--- src/rtl/pipeline_hazard_ctrl.sv ---
// Pipeline hazard controller: load-use stall, taken-branch flush and
// memory-wait freeze for a classic 5-stage pipeline, plus stall/flush
// statistics and a sticky memory-timeout error flag.
module pipeline_hazard_ctrl #(
    parameter int unsigned MEM_TIMEOUT = 16,
    parameter int unsigned CNT_W       = 32
) (
    input  logic             clk_i,
    input  logic             rst_i,
    input  logic             start_i,
    input  logic [4:0]       id_rs1_i,
    input  logic [4:0]       id_rs2_i,
    input  logic             id_rs2_valid_i,
    input  logic             ex_memread_i,
    input  logic [4:0]       ex_rd_i,
    input  logic             id_branch_taken_i,
    input  logic             mem_req_i,
    input  logic             mem_ack_i,
    output logic             pc_write_o,
    output logic             ifid_write_o,
    output logic             ifid_flush_o,
    output logic             idex_bubble_o,
    output logic             pipe_freeze_o,
    output logic [CNT_W-1:0] stall_cnt_o,
    output logic [CNT_W-1:0] flush_cnt_o,
    output logic             mem_err_o,
    output logic [1:0]       state_o
);

    localparam int unsigned WAIT_W = (MEM_TIMEOUT < 2) ? 1 : $clog2(MEM_TIMEOUT + 1);
    // Wait count value on the last permitted MEMWAIT cycle.
    localparam logic [WAIT_W-1:0] WAIT_LAST = WAIT_W'(MEM_TIMEOUT - 1);

    typedef enum logic [1:0] {
        S_IDLE    = 2'd0,
        S_RUN     = 2'd1,
        S_MEMWAIT = 2'd2
    } state_e;

    state_e             state_q, state_d;
    logic [WAIT_W-1:0]  wait_q, wait_d;
    logic [CNT_W-1:0]   stall_cnt_q, stall_cnt_d;
    logic [CNT_W-1:0]   flush_cnt_q, flush_cnt_d;
    logic               mem_err_q, mem_err_d;
    logic               err_set_c;
    logic               load_use_c;

    // Load-use hazard: EX holds a load whose (non-x0) destination feeds ID.
    always_comb begin
        load_use_c = 1'b0;
        if (ex_memread_i && (ex_rd_i != 5'd0)) begin
            load_use_c = (ex_rd_i == id_rs1_i) ||
                         (id_rs2_valid_i && (ex_rd_i == id_rs2_i));
        end
    end

    // Next-state logic and memory-wait timeout tracking.
    always_comb begin
        state_d   = state_q;
        wait_d    = '0;
        err_set_c = 1'b0;
        case (state_q)
            S_IDLE: begin
                if (start_i) begin
                    state_d = S_RUN;
                end
            end
            S_RUN: begin
                if (!start_i) begin
                    state_d = S_IDLE;
                end else if (mem_req_i && !mem_ack_i) begin
                    state_d = S_MEMWAIT;
                end
            end
            S_MEMWAIT: begin
                if (!start_i) begin
                    state_d = S_IDLE;
                end else if (mem_ack_i) begin
                    state_d = S_RUN;
                end else if (wait_q == WAIT_LAST) begin
                    state_d   = S_RUN;
                    err_set_c = 1'b1;
                end else begin
                    wait_d = wait_q + WAIT_W'(1);
                end
            end
            default: begin
                state_d = S_IDLE;
            end
        endcase
    end

    // Pipeline control outputs, priority IDLE > MEMWAIT > stall > flush > normal.
    always_comb begin
        pc_write_o    = 1'b0;
        ifid_write_o  = 1'b0;
        ifid_flush_o  = 1'b0;
        idex_bubble_o = 1'b0;
        pipe_freeze_o = 1'b1;
        if (state_q == S_RUN) begin
            pipe_freeze_o = 1'b0;
            if (load_use_c) begin
                idex_bubble_o = 1'b1;
            end else if (id_branch_taken_i) begin
                pc_write_o   = 1'b1;
                ifid_write_o = 1'b1;
                ifid_flush_o = 1'b1;
            end else begin
                pc_write_o   = 1'b1;
                ifid_write_o = 1'b1;
            end
        end
    end

    // Saturating statistics counters and sticky error.
    always_comb begin
        stall_cnt_d = stall_cnt_q;
        flush_cnt_d = flush_cnt_q;
        mem_err_d   = mem_err_q | err_set_c;
        if (idex_bubble_o && (stall_cnt_q != '1)) begin
            stall_cnt_d = stall_cnt_q + CNT_W'(1);
        end
        if (ifid_flush_o && (flush_cnt_q != '1)) begin
            flush_cnt_d = flush_cnt_q + CNT_W'(1);
        end
    end

    // State and counter registers.
    always_ff @(posedge clk_i or negedge rst_i) begin
        if (!rst_i) begin
            state_q     <= S_IDLE;
            wait_q      <= '0;
            stall_cnt_q <= '0;
            flush_cnt_q <= '0;
            mem_err_q   <= 1'b0;
        end else begin
            state_q     <= state_d;
            wait_q      <= wait_d;
            stall_cnt_q <= stall_cnt_d;
            flush_cnt_q <= flush_cnt_d;
            mem_err_q   <= mem_err_d;
        end
    end

    assign stall_cnt_o = stall_cnt_q;
    assign flush_cnt_o = flush_cnt_q;
    assign mem_err_o   = mem_err_q;
    assign state_o     = state_q;

endmodule

--- config.mk ---
export PLATFORM = sky130hd
export DESIGN_NAME = pipeline_hazard_ctrl
export DESIGN_NICKNAME = d
export VERILOG_FILES = /design/src/rtl/pipeline_hazard_ctrl.sv
export SDC_FILE = /design/constraint.sdc
export NUM_CORES = 1
export LEC_CHECK = 0
export BUFFER_PORTS_ARGS = -buffer_cell sky130_fd_sc_hd__buf_2
export CAP_MARGIN = 10
export CELL_PAD_IN_SITES_DETAIL_PLACEMENT = 2
export CELL_PAD_IN_SITES_GLOBAL_PLACEMENT = 2
export CORE_MARGIN = 2
export CORE_UTILIZATION = 36
export CTS_CLUSTER_DIAMETER = 150
export DETAILED_ROUTE_END_ITERATION = 7
export GPL_ROUTABILITY_DRIVEN = 0
export PLACE_DENSITY = 0.95
export SYNTH_ARGS = -nofsm -noshare
export SYNTH_HDL_FRONTEND = slang
export SYNTH_SLANG_ARGS = --single-unit
--- constraint.sdc ---
create_clock -name clk_i -period 3.3 [get_ports clk_i]
set_input_delay 0 -clock clk_i [delete_from_list [all_inputs] [get_ports clk_i]]
set_output_delay 0 -clock clk_i [all_outputs]
set_load 0.01 [all_outputs]
==> reports/qor.csv, run 1 <==
stage,metric,value,unit
logic_synthesis,"Avg Cell Area, Syn",10.54,sq um
logic_synthesis,ys flop type,dfrtp_1,
clocking,Clock Tree Root,clkbuf_8,
detailed_routing,final antenna-violating net count,0,
clocking,TritonCTS clock tree,built,
worst_setup_path,reg2reg setup slack,0.83,ns
worst_setup_path,"most used cell, CP",and4_1,
sta,Peak Freq,0.4055,GHz
sta,Max Transition Viols Final,0,
logic_synthesis,fraction of registers with async set/reset,100.0,%
worst_setup_path,Crit Path Class,reg -> reg,
power_and_ir_drop,Pwr Total,1.973,mW
worst_setup_path,worst r2r path cells,7,
worst_setup_path,Slowest cell on crit path,dfrtp_1,
cells_and_area,number of diodes,0,
logic_synthesis,Yosys warnings,0,
worst_setup_path,WP data arrival,2.69,ns
hold_path,Worst Hold Class,in -> async,
logic_synthesis,synth unique cells,42,
sta,Final period util,74.73,%
clocking,Longest Clk Path Bufs,2,
status,status,completed,
run,MaxCap Viol Count,0,
sta,Final setup viols,0,
logic_synthesis,Synth Cell Area,3761,sq um
worst_setup_path,Worst EP required,3.53,ns
floorplan,die area,11280,sq um
worst_setup_path,CP Capture Type,register,
global_routing,grt ovf,0,
worst_setup_path,reg2reg start,flush_cnt_o[0],
logic_synthesis,"EDFF count, synth",0,
floorplan,# IOs,95,
clocking,H-Tree Depth,3,
cells_and_area,"commonest non-fill, non-tap cells in the layout","buf_2 (94), dfrtp_1 (72), xnor2_1 (53)",
global_routing,vias in the first global route,3614,
sta,Max-Slew Margin vs Limit,49.53,%
global_routing,largest net degree at the start of global routing,31,
floorplan,die width,106.2,um
placement,hpwl dp,8473,um
global_routing,GRT Resource Usage Total,20.98,%
clocking,Resize count post-CTS,0,
floorplan,core area,10230,sq um
clocking,worst skew pair latency,0.35,ns
sta,post-layout min period,2.466,ns
cells_and_area,final net count,485,
power_and_ir_drop,maximum vdd drop,0.1716,mV
sta,count of final hold-check violations,0,
logic_synthesis,Mapped Cells,357,
detailed_routing,Avg WL per Cell,18.79,um
floorplan,Die H,106.2,um
sta,setup TNS,0,ns
sta,final hold slack,0.1282,ns
detailed_routing,Vias per Instance,5.295,
cells_and_area,"commonest non-fill, non-tap cell in the layout",buf_2,
floorplan,row count,37,
cells_and_area,area growth from synthesis to layout,22.26,%
cells_and_area,share of cells above drive strength 1,26.78,%
sta,RSZ-0062 raised after global routing,no,
floorplan,Initial Util,36.76,%
clocking,Worst-path clk slew,0.08,ns
global_routing,first-pass GRT wire length,18620,um
worst_setup_path,Max stage delay on crit path,0.45,ns
detailed_routing,Routed WL,11260,um
worst_setup_path,worst path cell trace,"ha_1, and2_1, and4_1, and4_1, nor2_4, nand2_1, mux2_1",
worst_setup_path,Crit Path Max Fanout,18,
sta,Tightest Pin Transition,0.7571,ns
worst_setup_path,Worst R2R End,flush_cnt_o[1],
logic_synthesis,register area share after synthesis,47.90,%
worst_setup_path,startpoint types,register,
clocking,Num CTS Buffers,9,
placement,IO buf count,94,
detailed_routing,# DRC,0,
power_and_ir_drop,PD cells,429.2,nW/um^2
detailed_routing,via count,3172,
detailed_routing,Starting DRT DRC Count,77,
power_and_ir_drop,P_leak,2.206,nW
clocking,Sink Count,72,
logic_synthesis,"Net Count, Synth",383,
detailed_routing,first drt pass iteration count,4,
global_routing,initial antenna violation count,0,
sta,worst clock skew,0.01494,ns
logic_synthesis,Yosys reg bits,72,
==> worst max path at each step <==
stage                         startpoint              end  slack (ns)  cells after the start
final                     flush_cnt_o[0]   flush_cnt_o[1]        0.83                      7
after global routing      flush_cnt_o[0]   flush_cnt_o[1]        0.72                      7
after CTS                 flush_cnt_o[0]   flush_cnt_o[1]        0.85                      7
after detailed placement      ex_rd_i[0]   flush_cnt_o[6]        0.86                      8
after global placement        ex_rd_i[3]   flush_cnt_o[6]        1.00                      8
after floorplan           flush_cnt_o[0]  flush_cnt_o[16]        1.24                      9
==> synth_stat cells, types with 2 or more instances <==
cell	n	share of area, %
nor2_1	21	2.1
ha_1	3	1.0
xnor2_1	53	12
xor2_1	19	4.4
and2_1	10	1.7
dfrtp_1	72	48
buf_6	4	1.2
nand2_1	19	1.9
o21ai_0	2	0.27
nor3b_1	2	0.40
and4_1	10	2.3
buf_2	4	0.53
nor3_1	10	1.3
mux2_2	3	0.90
and4_2	2	0.53
and3_1	20	3.3
nand4_1	31	5.2
nand3_1	39	5.2
nor4_1	8	1.3
nor4_4	2	1.1
inv_1	2	0.20
==> where the power goes <==
group / total [mW] / switching [mW] / internal (mW)
clock network: 0.754 / 0.334 / 0.420
logic: 0.237 / 0.138 / 0.0990
registers: 0.982 / 0.0600 / 0.922
==> sequential cells by signal, summed over array words and instances, names as in the netlist <==
signal,cells
flush_cnt_o,32
mem_err_o,1
stall_cnt_o,32
state_o,2
wait_q,5
==> worst max-delay path: cells and delay by family (launching register included) <==
family	cells	cell delay, ns
adder cells (fa/ha/maj)	1	0.28
flip-flops	1	0.45
multiplexers	1	0.36
AND/OR/NAND/NOR	5	1.25
==> cell type report <==
class	instances	area, sq um
fillers	1107	5633
multi-input cells	270	1863
flip-flops and latches	72	1802
repair buffers	103	550.5
well taps	136	170.2
clock buffers	11	131.4
clock inverters	4	70.07
inverters	3	11.26
==> layer usage <==
metal,vias up,global-route usage [%],wire length (um),part of all wire [%]
li1,1480,-,-,-
met1,1615,25.26,4788,43
met2,62,37.55,5961,53
met3,15,4.414,357,3.2
met4,0,6.203,149,1.3
met5,-,0,0,0
==> cell families (layout without fill, tap and decap cells) <==
group,Yosys count,after routing,share of synthesized area (%)
AND/OR/NAND/NOR,184,184,29.01
XOR/XNOR,72,72,16.77
flip-flops,72,72,47.90
buffers and inverters,15,121,2.561
AO/OA/AOI/OAI,7,7,1.564
multiplexers,4,4,1.198
adder cells (fa/ha/maj),3,3,0.9981
==> per-stage QoR <==
stage	std cells	utilization (%)	area (sq um)	worst slack [ns]
CTS	599	44.94	4598	0.8464
global placement	579	42.49	4347	1.003
floorplan	357	-	3761	1.242
global route	599	44.94	4598	0.7151
detailed placement	579	42.49	4347	0.8622
finish	599	44.94	4598	0.8339
==> what timing repair did <==
| item | 4_1_cts | 5_1_grt |
|---|---|---|
| hold endpoints to repair | 21 | 0 |
| setup buffers | 0 | 0 |
| hold buffers | 5 | 0 |
(Power assumes the default switching activity.)
==> run 2: changes to the inputs <==
--- a/config.mk
+++ b/config.mk
@@ -10,11 +10,11 @@
 export CELL_PAD_IN_SITES_DETAIL_PLACEMENT = 2
 export CELL_PAD_IN_SITES_GLOBAL_PLACEMENT = 2
 export CORE_MARGIN = 2
-export CORE_UTILIZATION = 36
+export CORE_UTILIZATION = 33
 export CTS_CLUSTER_DIAMETER = 150
 export DETAILED_ROUTE_END_ITERATION = 7
 export GPL_ROUTABILITY_DRIVEN = 0
-export PLACE_DENSITY = 0.95
+export PLACE_DENSITY = 0.9
 export SYNTH_ARGS = -nofsm -noshare
 export SYNTH_HDL_FRONTEND = slang
 export SYNTH_SLANG_ARGS = --single-unit
==> constraint.sdc (replaced) <==
create_clock -name clk_i -period 2.5 [get_ports clk_i]
set_input_delay 0 -clock clk_i [delete_from_list [all_inputs] [get_ports clk_i]]
set_output_delay 0 -clock clk_i [all_outputs]
set_load 0.01 [all_outputs]
==> reports/qor.csv, run 2 (synthesized netlist as in run 1, its figures left out) <==
stage,metric,value,unit,change
status,status,completed,,
cells_and_area,area growth from synthesis to layout,26.38,%,
global_routing,GRT Resource Usage Total,20.58,%,-0.40 points
sta,worst clock skew,0.006985,ns,-0.007952 ns
sta,Max Transition Viols Final,0,,unchanged
clocking,Sink Count,72,,unchanged
worst_setup_path,CP Launch Point,flush_cnt_o[0],,
power_and_ir_drop,PD cells,604.2,nW/um^2,+41%
cells_and_area,"commonest non-fill, non-tap cells in the layout","buf_2 (94), dfrtp_1 (72), xnor2_1 (53)",,
floorplan,die area,12270,sq um,+8.7%
clocking,# Post-CTS Setup Buffers,0,,unchanged
placement,DP Cell Count,588,,+1.6%
detailed_routing,Starting DRT DRC Count,137,,+78%
cells_and_area,number of diodes,0,,unchanged
clocking,Worst-path clk slew,0.06,ns,-0.02 ns
detailed_routing,via count,3243,,+2.2%
sta,Max-Slew Margin vs Limit,56.42,%,+6.9 points
clocking,Num CTS Buffers,9,,unchanged
sta,Final setup viols,0,,unchanged
worst_setup_path,worst r2r path cells,7,,unchanged
cells_and_area,Post-Layout Cell Count,608,,+1.5%
power_and_ir_drop,Seq pwr share,45.2,%,-4.6 points
cells_and_area,share of cells above drive strength 1,27.78,%,+1.0 points
hold_path,hold path depth,3,,
floorplan,Die H,110.8,um,+4.3%
global_routing,vias in the first global route,3645,,+0.86%
detailed_routing,first drt pass iteration count,4,,unchanged
power_and_ir_drop,total net switching power,0.7636,mW,+44%
placement,IO buf count,94,,unchanged
detailed_routing,Avg WL per Cell,19.61,um,+4.4%
cells_and_area,Fillers,1193,,+7.8%
global_routing,first-pass GRT wire length,19950,um,+7.1%
detailed_routing,final antenna-violating net count,0,,unchanged
detailed_routing,# DRC,0,,unchanged
sta,Final period util,94.78,%,+20 points
power_and_ir_drop,internal power,2.108,mW,+46%
run,MaxCap Viol Count,0,,unchanged
clocking,TritonCTS clock tree,built,,
cells_and_area,final net count,489,,+0.82%
floorplan,die width,110.8,um,+4.3%
clocking,H-Tree Depth,3,,unchanged
sta,setup TNS,0,ns,unchanged
sta,RSZ-0062 raised after global routing,no,,
floorplan,core area,10980,sq um,+7.3%
worst_setup_path,WP data arrival,2.62,ns,-0.07 ns
worst_setup_path,CP Capture Type,register,,
floorplan,Initial Util,34.24,%,-2.5 points
cells_and_area,"commonest non-fill, non-tap cell in the layout",buf_2,,
worst_setup_path,Worst EP required,2.75,ns,-0.78 ns
worst_setup_path,Crit Path Class,reg -> reg,,
cells_and_area,Final Util,43.28,%,-1.7 points
sta,Tightest Pin Transition,0.6449,ns,-0.1122 ns
worst_setup_path,startpoint types,register,,
power_and_ir_drop,maximum vdd drop,0.3316,mV,+93%
power_and_ir_drop,Clk network pwr share,43.6,%,+5.4 points
floorplan,row count,38,,+2.7%
power_and_ir_drop,logic gate share of total power,11.3,%,-0.7 points
floorplan,# IOs,95,,unchanged
power_and_ir_drop,switching part of the total,26.59,%,-0.38 points
detailed_routing,Routed WL,11920,um,+5.9%
hold_path,Worst Hold Class,in -> reg,,
global_routing,grt ovf,0,,unchanged
sta,post-layout min period,2.369,ns,-0.09673 ns
clocking,Longest Clk Path Bufs,2,,unchanged
detailed_routing,Vias per Instance,5.334,,+0.72%
sta,Peak Freq,0.4221,GHz,+4.1%
global_routing,largest net degree at the start of global routing,60,,+94%
placement,hpwl dp,8524,um,+0.60%
worst_setup_path,Crit Path Max Fanout,6,,-12
clocking,worst skew pair latency,0.34,ns,about the same
power_and_ir_drop,P_leak,2.276,nW,+3.2%
sta,count of final hold-check violations,0,,unchanged
worst_setup_path,reg2reg start,flush_cnt_o[0],,
global_routing,initial antenna violation count,0,,unchanged
clocking,Clock Tree Root,clkbuf_16,,
hold_path,Hold Crit Start,mem_req_i,,
==> run 2: power by group through the flow <==
stage / logic [mW] / registers (mW) / clock network (mW)
after detailed placement: 0.320 / 1.32 / 0
final: 0.324 / 1.30 / 1.25
after CTS: 0.331 / 1.30 / 1.28
after global placement: 0.298 / 1.30 / 0
after global routing: 0.356 / 1.31 / 1.33
after floorplan: 0.133 / 1.32 / 0
==> run 2: critical path, cell delays in order, from the launching register on <==
cell     delay (ns)
dfrtp_1        0.45
ha_1           0.29
and2_1         0.21
and4_1         0.25
and3_1         0.18
nor3_1         0.44
nand4_1        0.22
xnor2_1        0.24
==> run 2: final timing paths <==
kind / endpoint / slack (ns)
setup / recovery: flush_cnt_o[29] / 0.13
hold / removal: state_o[0] / 0.07
setup reg to reg: flush_cnt_o[29] / 0.13
hold reg to reg: mem_err_o / 0.45
max in group asynchronous: flush_cnt_o[12] / 1.74
min in group asynchronous: stall_cnt_o[5] / 0.11
==> run 2: layout make-up <==
type / count / area (sq um) / share of cell area, %
inverter: 3 / 11.26 / 0.2369
timing repair buffer: 107 / 615.6 / 12.95
sequential: 72 / 1802 / 37.90
tap: 140 / 175.2 / 3.685
clock buffer: 14 / 274.0 / 5.765
multi-input combinational: 270 / 1863 / 39.19
clock inverter: 2 / 12.51 / 0.2632
==> run 2: per-stage QoR <==
stage | worst slack (ns) | hold slack [ns] | area, sq um | power [mW]
3_3_place_gp | 0.3725 | -0.07635 | 4427 | 1.602
6_report | 0.1306 | 0.07197 | 4753 | 2.872
3_5_place_dp | 0.1993 | -0.05982 | 4427 | 1.638
2_1_floorplan | 0.4424 | -0.2956 | 3761 | 1.457
5_1_grt | 0.01713 | 0.07904 | 4753 | 2.992
4_1_cts | 0.09891 | 0.04171 | 4753 | 2.909
==> run 2: timing repair <==
action	4_1_cts	5_1_grt
hold buffers	4	0
hold endpoints to repair	74	0
setup endpoints to repair	0	0
gates resized for setup	0	0
==> run 2: routing by layer <==
metal / up-vias / global-route usage (%) / part of all wire [%]
met4: 0 / 8.500 / 2.0
met5: - / 0 / 0
met3: 12 / 3.663 / 3.3
met1: 1662 / 24.97 / 42
li1: 1490 / - / -
met2: 79 / 35.99 / 52
